File: config.mk
export PLATFORM = sky130hd
export DESIGN_NAME = seq_subtractor
export DESIGN_NICKNAME = d
export VERILOG_FILES = /design/src/rtl/seq_subtractor.sv
export SDC_FILE = /design/constraint.sdc
export NUM_CORES = 1
export LEC_CHECK = 0
export BUFFER_PORTS_ARGS = -buffer_cell sky130_fd_sc_hd__buf_2
export CAP_MARGIN = 20
export CORE_AREA = 2 2 104 117
export CTS_CLUSTER_SIZE = 12
export DETAILED_ROUTE_END_ITERATION = 8
export DIE_AREA = 0 0 106 119
export PLACE_DENSITY = 0.72
export SETUP_SLACK_MARGIN = 0.4
export SYNTH_ARGS = -nofsm -noshare
export SYNTH_HDL_FRONTEND = slang
export SYNTH_SLANG_ARGS = --single-unit
File: constraint.sdc
create_clock -name clk -period 1.9 [get_ports clk]
set_input_delay 0.095 -clock clk [delete_from_list [all_inputs] [get_ports clk]]
set_output_delay 0.095 -clock clk [all_outputs]
set_load 0.02 [all_outputs]
File: src/rtl/seq_subtractor.sv
// Digit-serial subtractor: Y = A - B, DIGIT bits per cycle, LSB digit first.
// Define SEQ_SUBTRACTOR_OVF_EN to add the signed-overflow output OVF.
module seq_subtractor #(
  parameter int WIDTH = 32,
  parameter int DIGIT = 4
) (
  input  logic             clk,
  input  logic             rst,
  input  logic             START,
  input  logic [WIDTH-1:0] A,
  input  logic [WIDTH-1:0] B,
  output logic             READY,
  output logic             VALID,
  input  logic             ACK,
  output logic [WIDTH-1:0] Y,
`ifdef SEQ_SUBTRACTOR_OVF_EN
  output logic             OVF,
`endif
  output logic             BO
);

  localparam int NDIG  = WIDTH / DIGIT;
  localparam int CNT_W = $clog2(NDIG + 1);

  if (WIDTH % DIGIT != 0) begin : g_bad_digit
    $error("seq_subtractor: WIDTH must be a multiple of DIGIT");
  end

  typedef enum logic [1:0] {IDLE, RUN, DONE} state_t;

  state_t             state_q, state_d;
  logic [WIDTH-1:0]   a_q, a_d;
  logic [WIDTH-1:0]   b_q, b_d;
  logic [WIDTH-1:0]   res_q, res_d;
  logic [WIDTH-1:0]   y_q, y_d;
  logic               borrow_q, borrow_d;
  logic               bo_q, bo_d;
  logic [CNT_W-1:0]   cnt_q, cnt_d;
  logic [DIGIT:0]     digit_diff;
  logic [WIDTH+DIGIT-1:0] res_shift;
  logic               last_digit;
`ifdef SEQ_SUBTRACTOR_OVF_EN
  logic               a_msb_q, a_msb_d;
  logic               b_msb_q, b_msb_d;
  logic               ovf_q, ovf_d;
`endif

  // Bit DIGIT of the extended difference is the borrow out of this digit.
  assign digit_diff = {1'b0, a_q[DIGIT-1:0]} - {1'b0, b_q[DIGIT-1:0]}
                      - {{DIGIT{1'b0}}, borrow_q};
  assign res_shift  = {digit_diff[DIGIT-1:0], res_q};
  assign last_digit = (cnt_q == CNT_W'(NDIG - 1));

  // State register and datapath registers
  always_ff @(posedge clk) begin
    if (rst) begin
      state_q  <= IDLE;
      a_q      <= '0;
      b_q      <= '0;
      res_q    <= '0;
      y_q      <= '0;
      borrow_q <= 1'b0;
      bo_q     <= 1'b0;
      cnt_q    <= '0;
`ifdef SEQ_SUBTRACTOR_OVF_EN
      a_msb_q  <= 1'b0;
      b_msb_q  <= 1'b0;
      ovf_q    <= 1'b0;
`endif
    end else begin
      state_q  <= state_d;
      a_q      <= a_d;
      b_q      <= b_d;
      res_q    <= res_d;
      y_q      <= y_d;
      borrow_q <= borrow_d;
      bo_q     <= bo_d;
      cnt_q    <= cnt_d;
`ifdef SEQ_SUBTRACTOR_OVF_EN
      a_msb_q  <= a_msb_d;
      b_msb_q  <= b_msb_d;
      ovf_q    <= ovf_d;
`endif
    end
  end

  // Next-state logic
  always_comb begin
    state_d = state_q;
    case (state_q)
      IDLE:    if (START)      state_d = RUN;
      RUN:     if (last_digit) state_d = DONE;
      DONE:    if (ACK)        state_d = IDLE;
      default:                 state_d = IDLE;
    endcase
  end

  // Datapath next values
  always_comb begin
    a_d      = a_q;
    b_d      = b_q;
    res_d    = res_q;
    y_d      = y_q;
    borrow_d = borrow_q;
    bo_d     = bo_q;
    cnt_d    = cnt_q;
`ifdef SEQ_SUBTRACTOR_OVF_EN
    a_msb_d  = a_msb_q;
    b_msb_d  = b_msb_q;
    ovf_d    = ovf_q;
`endif
    case (state_q)
      IDLE: begin
        if (START) begin
          a_d      = A;
          b_d      = B;
          res_d    = '0;
          borrow_d = 1'b0;
          cnt_d    = '0;
`ifdef SEQ_SUBTRACTOR_OVF_EN
          // Operands are shifted away during RUN, so keep their signs.
          a_msb_d  = A[WIDTH-1];
          b_msb_d  = B[WIDTH-1];
`endif
        end
      end
      RUN: begin
        a_d      = a_q >> DIGIT;
        b_d      = b_q >> DIGIT;
        res_d    = res_shift[WIDTH+DIGIT-1:DIGIT];
        borrow_d = digit_diff[DIGIT];
        cnt_d    = cnt_q + CNT_W'(1);
        if (last_digit) begin
          y_d  = res_shift[WIDTH+DIGIT-1:DIGIT];
          bo_d = digit_diff[DIGIT];
`ifdef SEQ_SUBTRACTOR_OVF_EN
          ovf_d = (a_msb_q != b_msb_q) && (digit_diff[DIGIT-1] != a_msb_q);
`endif
        end
      end
      default: ;
    endcase
  end

  // Output logic
  always_comb begin
    READY = (state_q == IDLE);
    VALID = (state_q == DONE);
  end

  assign Y  = y_q;
  assign BO = bo_q;
`ifdef SEQ_SUBTRACTOR_OVF_EN
  assign OVF = ovf_q;
`endif

endmodule

==> reports/qor.csv <==
metric,value,unit
ant diodes,0,
worst hold-check path type,in -> reg,
status,"complete, no violations",
critical path class,reg -> reg,
Mapped Nets,815,
Die X,106,µm
Rel. slew slack,64.8,%
R2R cell count,6,
Initial Utilization,48.3,%
first-pass GRT wire length,21.7,mm
sequential area share after synthesis,47.1,%
post-DP HPWL,8.36,mm
nets,918,
number of global-route vias before repair,4815,
Worst Hold Endpoint,a_q[14]$_SDFFE_PP0P_,
Setup TNS Final,0,ns
Total Routing Usage GR,21.0,%
clk_lat worst skew,0.41,ns
CTS buffer count,17,
antenna violations before repair,0,
clock period minus final worst setup slack,1.78,ns
Syn Std Cell Area,5610,µm²
Seq cells post-synth,132,
Sink Count,132,
final setup margin,0.119,ns
worst reg2reg path endpoint,borrow_q$_SDFFE_PP0P_,
Final ANT Viol Nets,0,
Synth Warn #,0,
GPL Wtd Cong,0.838,
crit start category,register,
Worst VDD drop,0.000611,V
dpl ws,0.110,ns
Netlist cell types,28,
MaxCap Viol Count,0,
clk root buf,clkbuf_16,
wire length per cell,13.5,µm
max-slew violations,0,
reg2reg start,a_q[0]$_SDFFE_PP0P_,
"Hold Vio Cnt, Final",0,
total power,0.00743,W
Die Y,119,µm
Via density,5.21,
biggest fanout along the worst timing path,2,
gr ovfl total,0,
Lkg Pwr,3.11,nW
Power Dens Cells,1020,nW/µm²
Core Rows,42,
# IOs,103,
Worst-path clk slew,0.06,ns
hold path cells,5,
first-pass iteration count of the detailed router,5,
CTS tree,yes,
reg2reg setup slack,0.12,ns
ratio of cells with drive above 1 in the final layout,21.8,%
vias after detailed routing,5249,
maximum operating frequency,0.561,GHz
RSZ-0062 raised after global routing,true,
worst hold start,A[14],
Worst Path Required,2.18,ns
fin crit share,93.7,%
DRT Wirelength,13.6,mm
"commonest non-fill, non-tap cell in the layout",nor2_1,
core footprint,11600,µm²
htree depth,4,
pin count of the biggest net entering global routing,102,
final number of setup-violating endpoints,0,
Crit. End Element,register,
clock tree buffer depth,2,
crit path DAT,2.06,ns
slew at the pin closest to its max-slew limit,0.527,ns
Residual DRC,0,
post-synthesis cell count,738,
Area Growth Syn to Fin,29.8,%
die area,12600,µm²
syn_area_per_cell,7.60,µm²
number of buffers added on ports,102,
Clock Skew,0.00699,ns
DRT iter0 DRCs,280,
most frequent cells in the layout,"201 x nor2_1, 125 x dfxtp_1, 101 x buf_2",
where the power goes:
part	switching (W)	internal, W	leakage (nW)
clock	0.00121	0.00223	0.288
sequential	0.0000902	0.00292	1.08
combinational	0.000531	0.000455	1.74
worst max path at each step:
stage	startpoint	to	slack, ns	cells after the start
after floorplan	a_q[0]$_SDFFE_PP0P_	BO$_SDFFE_PP0P_	0.21	6
after global placement	a_q[0]$_SDFFE_PP0P_	BO$_SDFFE_PP0P_	0.18	6
after detailed placement	b_q[0]$_SDFFE_PP0P_	BO$_SDFFE_PP0P_	0.11	7
after CTS	a_q[0]$_SDFFE_PP0P_	BO$_SDFFE_PP0P_	0.11	6
after global routing	borrow_q$_SDFFE_PP0P_	res_q[31]$_SDFFE_PP0P_	0.04	8
final	a_q[0]$_SDFFE_PP0P_	borrow_q$_SDFFE_PP0P_	0.12	6
sequential cells by signal, summed over array words and instances (netlist names):
name	cells
cnt_q	4
res_q	28
borrow_q	1
b_q	32
a_q	32
state_q	2
Y	32
BO	1
synthesized netlist by cell type, drive strengths merged:
| cell | number | area [µm²] |
|---|---|---|
| nor2 | 203 | 764 |
| dfxtp | 132 | 2640 |
| a21oi | 83 | 415 |
| nand2 | 72 | 270 |
| nor2b | 51 | 319 |
| nor3 | 49 | 245 |
| a22oi | 36 | 270 |
| clkbuf | 32 | 120 |
| buf | 29 | 141 |
| inv | 9 | 33.8 |
| a311oi | 7 | 61.3 |
| ha | 7 | 87.6 |
| nand3b | 5 | 37.5 |
| nand2b | 4 | 25.0 |
| a211oi | 3 | 22.5 |
| fa | 2 | 40.0 |
| o21ai | 2 | 10.0 |
| o31ai | 2 | 15.0 |
| or2 | 2 | 12.5 |
| xnor2 | 2 | 17.5 |
| xor2 | 2 | 17.5 |
| mux2i | 1 | 10.0 |
| nand4 | 1 | 6.26 |
| nor3b | 1 | 12.5 |
| o32ai | 1 | 8.76 |
through the flow:
step | cells | instance area [µm²] | utilization, % | hold WS (ns)
floorplan | 738 | 5630 | - | 0.250
global placement | 951 | 6270 | 54.0 | 0.354
detailed placement | 951 | 6270 | 54.0 | 0.357
CTS | 1002 | 7120 | 61.3 | 0.0852
global route | 1008 | 7280 | 62.7 | 0.106
finish | 1008 | 7280 | 62.7 | 0.0903
layout make-up:
| class | count | area (µm²) |
|---|---|---|
| clock buffers | 20 | 447 |
| clock inverters | 12 | 180 |
| well taps | 154 | 193 |
| inverters | 9 | 33.8 |
| multi-input cells | 536 | 2760 |
| fillers | 996 | 4340 |
| repair buffers | 145 | 1010 |
| flip-flops and latches | 132 | 2660 |
worst max-delay path, stage by stage, from the launching register on:
cell and delay [ns]:
dfxtp_2 0.33, fa_2 0.41, fa_2 0.37, nand2b_4 0.16
a21oi_4 0.15, xnor2_2 0.14, o32ai_1 0.09
cell families (layout without fill, tap and decap cells):
kind of cell	Yosys count	in the layout	share of synthesized area, %
adder cells (fa/ha/maj)	9	9	2.28
flip-flops	132	132	47.1
AND/OR/NAND/NOR	388	388	30.2
AO/OA/AOI/OAI	134	134	14.3
buffers and inverters	70	186	5.27
multiplexers	1	1	0.179
XOR/XNOR	4	4	0.625
layer usage:
| metal | vias to the layer above | routed length [µm] | global-route usage (%) |
|---|---|---|---|
| li1 | 2633 | - | - |
| met1 | 2471 | 5880 | 25.1 |
| met2 | 126 | 6840 | 36.5 |
| met3 | 19 | 641 | 5.04 |
| met4 | 0 | 206 | 7.81 |
| met5 | - | 0 | 0 |
timing repair:
action / in CTS / in global routing
pin swaps: 6 / 8
setup buffers: 3 / 5
setup endpoints to repair: 76 / 114
endpoints found under the hold margin: 16 / 0
gates cloned: 0 / 1
gates resized for setup: 12 / 20
hold buffers: 16 / 0
Note: power is estimated with default switching activity, not from simulation.
